[src/rtl/alu_ctrl_seq_pkg.sv]
// Shared definitions for the ALU control sequencer: opcode mnemonics,
// control-class sub-ops, FSM states and decode select encodings.
package alu_ctrl_seq_pkg;

   typedef enum logic [2:0] {
      kADD = 3'd0,
      kLSH = 3'd1,
      kRSH = 3'd2,
      kXOR = 3'd3,
      kAND = 3'd4,
      kSUB = 3'd5,
      kOR  = 3'd6,
      kCTL = 3'd7
   } op_mne;

   // Idle value on the ALU opcode bus; the all-zero code keeps reset outputs at 0
   localparam op_mne kNOP = kADD;

   typedef enum logic [2:0] {
      kCLC  = 3'd0,
      kSEC  = 3'd1,
      kBZ   = 3'd2,
      kBNZ  = 3'd3,
      kHALT = 3'd7
   } ctl_sub_e;

   typedef enum logic [1:0] {IDLE, EXEC, WB, HALT} seq_state_e;

   typedef enum logic [1:0] {SC_ZERO, SC_CARRY, SC_ONE} sc_sel_e;

   typedef enum logic [1:0] {CY_KEEP, CY_ALU, CY_CLR, CY_SET} cy_src_e;

endpackage

[src/rtl/alu_ctrl_seq_if.sv]
// Fetch handshake, ALU and register-file signals of the sequencer.
// The sequencer uses the slave modport; master is the surrounding datapath.
interface alu_ctrl_seq_if #(
   parameter int IW  = 9,
   parameter int RAW = 3
);
   logic [IW-1:0]  INSTR_IN;
   logic           INSTR_VALID;
   logic           INSTR_READY;
   logic [2:0]     ALU_OP;
   logic           ALU_SC_IN;
   logic           ALU_SC_OUT;
   logic           ALU_ZERO;
   logic [RAW-1:0] RF_RADDR_A;
   logic [RAW-1:0] RF_RADDR_B;
   logic [RAW-1:0] RF_WADDR;
   logic           RF_WEN;
   logic           BRANCH_TAKEN;
   logic           CARRY_FLAG;
   logic           ZERO_FLAG;
   logic           HALTED;

   modport master (
      output INSTR_IN, INSTR_VALID, ALU_SC_OUT, ALU_ZERO,
      input  INSTR_READY, ALU_OP, ALU_SC_IN, RF_RADDR_A, RF_RADDR_B,
             RF_WADDR, RF_WEN, BRANCH_TAKEN, CARRY_FLAG, ZERO_FLAG, HALTED
   );

   modport slave (
      input  INSTR_IN, INSTR_VALID, ALU_SC_OUT, ALU_ZERO,
      output INSTR_READY, ALU_OP, ALU_SC_IN, RF_RADDR_A, RF_RADDR_B,
             RF_WADDR, RF_WEN, BRANCH_TAKEN, CARRY_FLAG, ZERO_FLAG, HALTED
   );
endinterface

[src/rtl/alu_ctrl_decode.sv]
// Combinational decode of the latched instruction into ALU opcode,
// carry-in select, flag-update controls and control-class actions.
module alu_ctrl_decode
   import alu_ctrl_seq_pkg::*;
#(
   parameter int IW = 9
) (
   input  logic [IW-1:0] ir,
   output op_mne         alu_op,
   output sc_sel_e       sc_sel,
   output cy_src_e       cy_src,
   output logic          zero_upd,
   output logic          rf_wen,
   output logic          is_bz,
   output logic          is_bnz,
   output logic          is_halt
);

   logic [2:0] opc;
   logic [2:0] sub;

   always_comb begin
      opc      = ir[IW-1 -: 3];
      sub      = ir[2:0];
      alu_op   = op_mne'(opc);
      sc_sel   = SC_ZERO;
      cy_src   = CY_KEEP;
      zero_upd = 1'b1;
      rf_wen   = 1'b1;
      is_bz    = 1'b0;
      is_bnz   = 1'b0;
      is_halt  = 1'b0;
      case (op_mne'(opc))
         kADD, kLSH, kRSH: begin
            sc_sel = SC_CARRY;
            cy_src = CY_ALU;
         end
         kSUB:             sc_sel = SC_ONE;
         kXOR, kAND, kOR:  cy_src = CY_CLR;
         default: begin
            // control class: ALU idle, no register write, zero flag untouched
            alu_op   = kNOP;
            zero_upd = 1'b0;
            rf_wen   = 1'b0;
            case (sub)
               kCLC:    cy_src  = CY_CLR;
               kSEC:    cy_src  = CY_SET;
               kBZ:     is_bz   = 1'b1;
               kBNZ:    is_bnz  = 1'b1;
               kHALT:   is_halt = 1'b1;
               default: ;
            endcase
         end
      endcase
   end

endmodule

[src/rtl/alu_ctrl_seq.sv]
// Three-cycle IDLE/EXEC/WB instruction sequencer driving the ALU and register
// file, holding the architectural carry/zero flags; HALT is terminal.
module alu_ctrl_seq
   import alu_ctrl_seq_pkg::*;
#(
   parameter int IW  = 9,
   parameter int RAW = 3
) (
   input logic          CLK,
   input logic          RST_N,
   alu_ctrl_seq_if.slave bus
);

   seq_state_e    state, next_state;
   logic [IW-1:0] ir;
   logic          ready_q;
   logic          carry_q, zero_q;
   logic          sc_smp, z_smp;
   logic          accept;

   op_mne   dec_op;
   sc_sel_e dec_sc;
   cy_src_e dec_cy;
   logic    dec_zupd, dec_wen, dec_bz, dec_bnz, dec_halt;

   alu_ctrl_decode #(.IW(IW)) u_decode (
      .ir       (ir),
      .alu_op   (dec_op),
      .sc_sel   (dec_sc),
      .cy_src   (dec_cy),
      .zero_upd (dec_zupd),
      .rf_wen   (dec_wen),
      .is_bz    (dec_bz),
      .is_bnz   (dec_bnz),
      .is_halt  (dec_halt)
   );

   assign accept = ready_q && bus.INSTR_VALID;

   always_ff @(posedge CLK or negedge RST_N) begin
      if (!RST_N) state <= IDLE;
      else        state <= next_state;
   end

   always_comb begin
      next_state = state;
      case (state)
         IDLE:    if (accept) next_state = EXEC;
         EXEC:    next_state = WB;
         WB:      next_state = dec_halt ? HALT : IDLE;
         default: next_state = HALT;
      endcase
   end

   // Ready is registered so it stays low in reset and rises one edge after release
   always_ff @(posedge CLK or negedge RST_N) begin
      if (!RST_N) begin
         ir      <= '0;
         ready_q <= 1'b0;
         sc_smp  <= 1'b0;
         z_smp   <= 1'b0;
         carry_q <= 1'b0;
         zero_q  <= 1'b0;
      end else begin
         ready_q <= (next_state == IDLE);
         if (accept) ir <= bus.INSTR_IN;
         if (state == EXEC) begin
            sc_smp <= bus.ALU_SC_OUT;
            z_smp  <= bus.ALU_ZERO;
         end
         if (state == WB) begin
            case (dec_cy)
               CY_ALU:  carry_q <= sc_smp;
               CY_CLR:  carry_q <= 1'b0;
               CY_SET:  carry_q <= 1'b1;
               default: ;
            endcase
            if (dec_zupd) zero_q <= z_smp;
         end
      end
   end

   always_comb begin
      bus.ALU_SC_IN = 1'b0;
      if (state == EXEC) begin
         case (dec_sc)
            SC_CARRY: bus.ALU_SC_IN = carry_q;
            SC_ONE:   bus.ALU_SC_IN = 1'b1;
            default:  bus.ALU_SC_IN = 1'b0;
         endcase
      end
   end

   assign bus.INSTR_READY  = ready_q;
   assign bus.ALU_OP       = (state == EXEC) ? dec_op : kNOP;
   assign bus.RF_RADDR_A   = ir[RAW +: RAW];
   assign bus.RF_RADDR_B   = ir[RAW-1:0];
   assign bus.RF_WADDR     = ir[RAW +: RAW];
   assign bus.RF_WEN       = (state == WB) && dec_wen;
   assign bus.BRANCH_TAKEN = (state == WB) && ((dec_bz && zero_q) || (dec_bnz && !zero_q));
   assign bus.CARRY_FLAG   = carry_q;
   assign bus.ZERO_FLAG    = zero_q;
   assign bus.HALTED       = (state == HALT);

endmodule

[src/flat_wrapper.sv]
// flat-port wrapper written by rule: the top's interface ports become plain ports
module alu_ctrl_seq_flat import alu_ctrl_seq_pkg::*;
#(
   parameter int IW  = 9,
   parameter int RAW = 3
)
  (CLK, RST_N, bus_INSTR_IN, bus_INSTR_VALID, bus_ALU_SC_OUT, bus_ALU_ZERO, bus_INSTR_READY, bus_ALU_OP, bus_ALU_SC_IN, bus_RF_RADDR_A, bus_RF_RADDR_B, bus_RF_WADDR, bus_RF_WEN, bus_BRANCH_TAKEN, bus_CARRY_FLAG, bus_ZERO_FLAG, bus_HALTED);
  alu_ctrl_seq_if #(.IW(IW), .RAW(RAW)) bus_i ();
  input logic CLK;
  input logic RST_N;
  input wire logic [$bits(bus_i.INSTR_IN)-1:0] bus_INSTR_IN;
  input wire logic [$bits(bus_i.INSTR_VALID)-1:0] bus_INSTR_VALID;
  input wire logic [$bits(bus_i.ALU_SC_OUT)-1:0] bus_ALU_SC_OUT;
  input wire logic [$bits(bus_i.ALU_ZERO)-1:0] bus_ALU_ZERO;
  output wire logic [$bits(bus_i.INSTR_READY)-1:0] bus_INSTR_READY;
  output wire logic [$bits(bus_i.ALU_OP)-1:0] bus_ALU_OP;
  output wire logic [$bits(bus_i.ALU_SC_IN)-1:0] bus_ALU_SC_IN;
  output wire logic [$bits(bus_i.RF_RADDR_A)-1:0] bus_RF_RADDR_A;
  output wire logic [$bits(bus_i.RF_RADDR_B)-1:0] bus_RF_RADDR_B;
  output wire logic [$bits(bus_i.RF_WADDR)-1:0] bus_RF_WADDR;
  output wire logic [$bits(bus_i.RF_WEN)-1:0] bus_RF_WEN;
  output wire logic [$bits(bus_i.BRANCH_TAKEN)-1:0] bus_BRANCH_TAKEN;
  output wire logic [$bits(bus_i.CARRY_FLAG)-1:0] bus_CARRY_FLAG;
  output wire logic [$bits(bus_i.ZERO_FLAG)-1:0] bus_ZERO_FLAG;
  output wire logic [$bits(bus_i.HALTED)-1:0] bus_HALTED;
  assign bus_i.INSTR_IN = bus_INSTR_IN;
  assign bus_i.INSTR_VALID = bus_INSTR_VALID;
  assign bus_i.ALU_SC_OUT = bus_ALU_SC_OUT;
  assign bus_i.ALU_ZERO = bus_ALU_ZERO;
  assign bus_INSTR_READY = bus_i.INSTR_READY;
  assign bus_ALU_OP = bus_i.ALU_OP;
  assign bus_ALU_SC_IN = bus_i.ALU_SC_IN;
  assign bus_RF_RADDR_A = bus_i.RF_RADDR_A;
  assign bus_RF_RADDR_B = bus_i.RF_RADDR_B;
  assign bus_RF_WADDR = bus_i.RF_WADDR;
  assign bus_RF_WEN = bus_i.RF_WEN;
  assign bus_BRANCH_TAKEN = bus_i.BRANCH_TAKEN;
  assign bus_CARRY_FLAG = bus_i.CARRY_FLAG;
  assign bus_ZERO_FLAG = bus_i.ZERO_FLAG;
  assign bus_HALTED = bus_i.HALTED;
  alu_ctrl_seq #(.IW(IW), .RAW(RAW)) u_core (.CLK(CLK), .RST_N(RST_N), .bus(bus_i));
endmodule
[config.mk]
export PLATFORM = sky130hd
export DESIGN_NAME = alu_ctrl_seq_flat
export DESIGN_NICKNAME = d
export VERILOG_FILES = /design/src/rtl/alu_ctrl_seq_pkg.sv /design/src/rtl/alu_ctrl_seq_if.sv /design/src/rtl/alu_ctrl_decode.sv /design/src/rtl/alu_ctrl_seq.sv /design/src/flat_wrapper.sv
export SDC_FILE = /design/constraint.sdc
export NUM_CORES = 1
export LEC_CHECK = 0
export BUFFER_PORTS_ARGS = -buffer_cell sky130_fd_sc_hd__buf_2
export CAP_MARGIN = 5
export CORE_MARGIN = 5
export CORE_UTILIZATION = 35
export CTS_BUF_LIST = sky130_fd_sc_hd__clkbuf_2
export DETAILED_ROUTE_END_ITERATION = 10
export PLACE_DENSITY_LB_ADDON = 0.15
export RECOVER_POWER = 50
export SYNTH_ARGS = -nofsm -noshare
export SYNTH_HDL_FRONTEND = slang
export SYNTH_SLANG_ARGS = --single-unit
[constraint.sdc]
create_clock -name CLK -period 2.23 [get_ports CLK]
set_input_delay 0.1115 -clock CLK [delete_from_list [all_inputs] [get_ports CLK]]
set_output_delay 0.1115 -clock CLK [all_outputs]
set_load 0.02 [all_outputs]
* Yosys cells after proc, flatten, opt, wreduce, memory -nomap -nowiden *
Cells that the tools add are included.

word-level totals
  bits of input ports = 14
  flip-flop bits (word level) = 16
  output and inout bits = 19

operators by class
  reduce and logical (&&, ||, !) cells = 17
  mux-type cells = 18
  eq/ne operators = 18

operator list
  operator                                                                count
  3-bit by 2-bit equality test with 1-bit output (second input constant)  4
  3-bit equality test (second input constant)                             4
  2-bit one-hot mux with 3 select lines                                   2
  2-bit equality test (second input constant)                             5
  1-bit two-way mux                                                       8
  2-bit one-hot mux with 2 select lines                                   2
  7-bit OR reduction                                                      1
  2-bit by 1-bit equality test with 1-bit output (second input constant)  3
  3-bit by 1-bit equality test with 1-bit output (second input constant)  2
  3-bit logical NOT                                                       2
  3-bit two-way mux                                                       2
  3-bit OR reduction                                                      2
  1-bit logical AND                                                       5
  2-bit logical NOT                                                       2
  2-bit two-way mux                                                       2
  2-bit AND reduction                                                     2
  1-bit one-hot mux with 3 select lines                                   1
  3-bit nonzero test                                                      1
  1-bit one-hot mux with 2 select lines                                   1
  1-bit logical NOT                                                       1
  1-bit logical OR                                                        1

* Depth between registers and ports, before layout *
  depth after elaboration = 6
  mapped depth = 3

* By module *
Synthesis repeated with hierarchy kept, for this count alone.

unflattened totals
  cells, all modules = 85
  area total of the unflattened synthesis = 912.1 µm²

modules (own cells, without submodules)
  module           area each (µm²)  cells each  instances  sequential area each (µm²)
  alu_ctrl_seq     784.5            65          1          400.4
  alu_ctrl_decode  127.6            20          1          0.0

* Worst setup path after synthesis *
Ideal clock, no wire load.

  path kind = register to output
  start point = register u_core.ir[8]
  end point = output bus_BRANCH_TAKEN
  data required time = 2.118 ns
  cell stages (with the launch flop) = 4
  buffers on the path = 0
  setup slack = 0.906 ns
  arrival time = 1.213 ns
  cell sequence = dfrtp_1 and3_2 nand3_1 nor3_1

between the ends
  longest elaborated chain between the ends = 6
  elaborated cells on any way between the ends = 14
  those cells by class = eq/ne: 6; mux: 2; reduce/logical: 6

ends and longest elaborated chain
  element                                                                 RTL line               text
  from (decl)                                                             alu_ctrl_seq.sv:15     logic [IW-1:0] ir;
  from (signal assigned)                                                  alu_ctrl_seq.sv:66     if (accept) ir <= bus.INSTR_IN;
  3-bit by 2-bit equality test with 1-bit output (tied with other cells)  alu_ctrl_decode.sv:33  case (op_mne'(opc))
  7-bit OR reduction (no line) (*)                                        -
  1-bit two-way mux                                                       alu_ctrl_decode.sv:33
  1-bit logical AND                                                       alu_ctrl_seq.sv:100    assign bus.BRANCH_TAKEN = (state == WB) && ((dec_bz && zero_q) || (dec_bnz && !zero_q));
  1-bit logical OR (*)                                                    alu_ctrl_seq.sv:100
  1-bit logical AND (*)                                                   alu_ctrl_seq.sv:100
  to (decl)                                                               flat_wrapper.sv:22     output wire logic [$bits(bus_i.BRANCH_TAKEN)-1:0] bus_BRANCH_TAKEN;

Mark *: on every way between the ends. The rest lies on a longest branch, timed or not.

* Final worst setup path *
Ends and elaborated chain as after synthesis.

==> impl_results.md <==
- RSZ-0062 raised after global routing: false
- Slew Viols, Final: 0
- Clk Latency, worst-skew pair: between 0.2 and 0.3 ns
- R2r setup slk: roughly 1.0 ns
- Number of I/O pins: 33
- Status: completed
- Core Area: between 0.002 and 0.0025 mm^2
- CTS clk-pin slew, worst paths: between 0.15 and 0.2 ns
- Power per cell area: ~1500 mW/mm^2
- Largest net degree at the start of global routing: 17
- Critical Path Start Type: flop
- Post-Syn Area per Cell: ~12 um^2
- Max-slew headroom: 44.63%
- # diodes: 0
- Vias/cell: ~4.7
- Routed len/inst: approximately 13 um
- Fin. Hold Viols: 0
- GP Congestion: just under 0.7
- CTS H-tree depth: 1
- Final setup margin: 0.6602 ns
- DRT Pass-1 Iters: 2
- CTS resizes: 0
- Clock skew: 0.003371 ns
- Setup tns final: 0 ns
- Starting Density: 37.03%
- Rows: 17
- Endpoint class of the critical path: primary output
- CTS tree: built
- Vias in the first global route: about 620
- Commonest non-fill, non-tap cells in the layout: 22 x buf_2, 16 x dfrtp_1, 11 x mux2_2
- Area delta synth->final: 17.40%
- EDFF count, synth: 0
- Ys async rst share: between 90% and 100%
- FMAX: roughly 0.64 GHz
- Total power: between 1 and 1.5 mW
- Die width: about 60 um
- Routed Antenna Nets: 0
- Slew @ Worst Pin: 0.8305 ns
- Mapped cell area: around 830 um^2
- Crit path max fanout: 7
- Final Cycle Share: slightly above 70%
- Die ar.: 0.003435 mm^2
- Pleak: 0.4805 nW
- Clock Sinks: 16
- Num CTS Buffers: 3
- Post-Synthesis Net Count: 85
- GRT overflow: 0
- Flop and latch count out of synthesis: 16
- Commonest non-fill, non-tap cell in the layout: buf_2
- Main synth FF type: dfrtp_1
- Max cap viols: 0
- Die Ht: between 50 and 60 um
- Post-Syn Instances: 71
- Req. time, crit path: between 2 and 2.5 ns
- Final WL: about 1700 um
- Sequential-to-total area share from yosys stat: approximately 48%
- Dpl ws: between 0.9 and 1 ns
- Antenna violations before repair: 0
- CP Class: reg -> out
- Fin crit period: 1.570 ns
- Layout cells sized above 1: between 40 and 50%
- Hold Crit Class: in -> reg
- Crit path DAT: ~1.5 ns
- DRC: 0
- Fin nets: 114
- Yosys warns: 0
- Post-DP HPWL: roughly 1300 um
- GRT Resource Usage Total: a little over a tenth
- DRT iter0 DRCs: 4
- Clock root buffer: clkbuf_2
- Final setup viols: 0
- Port bufs: 32
- VDD IR max: between 700 and 800 uV
- Longest Clk Path Bufs: 2
- Via Count: around 600
- First-pass GRT wire length: roughly 2800 um
- Yosys cell types: 28
stage by stage:
stage                     instances  instance area [um^2]  hold slack [ns]  util [%]
after floorplan                  71                 827.0          -0.1841         -
after global placement          122                 954.7          0.04967     42.75
after detailed placement        122                 954.7          0.05200     42.75
after CTS                       127                 983.4          0.02990     44.03
after global routing            127                 970.9          0.02349     43.47
final                           127                 970.9          0.04481     43.47
routing by layer:
| metal | part of all wire (%) | vias up | GRT usage, % |
|---|---|---|---|
| li1 | - | 292 | - |
| met2 | 48 | 16 | 17.38 |
| met4 | 0.59 | 0 | 4.854 |
| met1 | 43 | 288 | 12.70 |
| met3 | 7.6 | 2 | 2.412 |
| met5 | 0 | - | 0 |
cells by family after synthesis:
group | count (synthesis) | synth area share [%]
flip-flops | 16 | 48.41
AND/OR/NAND/NOR | 21 | 15.74
multiplexers | 13 | 18.00
AO/OA/AOI/OAI | 7 | 6.809
buffers and inverters | 13 | 9.984
XOR/XNOR | 1 | 1.059
sequential cells by signal (all words and copies together), names as in the netlist:
| register | count |
|---|---|
| u_core.bus.INSTR_READY | 1 |
| u_core.state | 2 |
| u_core.bus.CARRY_FLAG | 1 |
| u_core.sc_smp | 1 |
| u_core.ir | 9 |
| u_core.bus.ZERO_FLAG | 1 |
| u_core.z_smp | 1 |
where the power goes:
group | internal (mW) | switching (mW) | leakage (nW)
registers | 0.431 | 0.166 | 0.188
clock network | 0.0390 | 0.0910 | 0.0140
logic | 0.313 | 0.382 | 0.278
total | 0.783 | 0.639 | 0.480
final timing paths:
| check | from | to | depth (start not counted) |
|---|---|---|---|
| worst min-delay path | bus_INSTR_IN[8] | u_core.ir[8]$_DFFE_PN0P_ | 2 |
| worst max-delay path | u_core.ir[8]$_DFFE_PN0P_ | bus_BRANCH_TAKEN | 4 |
| worst min register to register | u_core.z_smp$_DFFE_PN0P_ | u_core.bus.ZERO_FLAG$_DFFE_PN0P_ | 1 |
| min in group asynchronous | RST_N | u_core.ir[8]$_DFFE_PN0P_ | 2 |
| max in group asynchronous | RST_N | u_core.bus.ZERO_FLAG$_DFFE_PN0P_ | 2 |
| worst max register to register | u_core.state[1]$_DFF_PN0_ | u_core.sc_smp$_DFFE_PN0P_ | 2 |
timing repair:
item,CTS,global route
hold buffers,1,0
endpoints found under the hold margin,16,0
buffers inserted,0,0
endpoints found under the setup margin,0,0
cell usage after synthesis (2+ instances only):
cell	count	area, um^2
mux2_2	11	123.9
dfrtp_1	16	400.4
o221ai_1	2	17.52
nand2_1	5	18.77
and3_2	2	15.01
inv_1	4	15.01
buf_4	9	67.56
nor2_1	2	7.510
worst max-delay path, cell delays in order, from the launching register on:
cell and delay, ns:
dfrtp_1 0.49, and3_2 0.23, nand3_1 0.10, nor3_1 0.17, buf_2 0.19
layout make-up:
type | count | area (um^2)
clock buffer | 3 | 15.01
clock inverter | 1 | 3.754
fill | 236 | 1262
inverter | 4 | 15.01
multi-input combinational | 42 | 344.1
sequential | 16 | 400.4
tap | 28 | 35.03
timing repair buffer | 33 | 157.7
(Power assumes the default switching activity.)
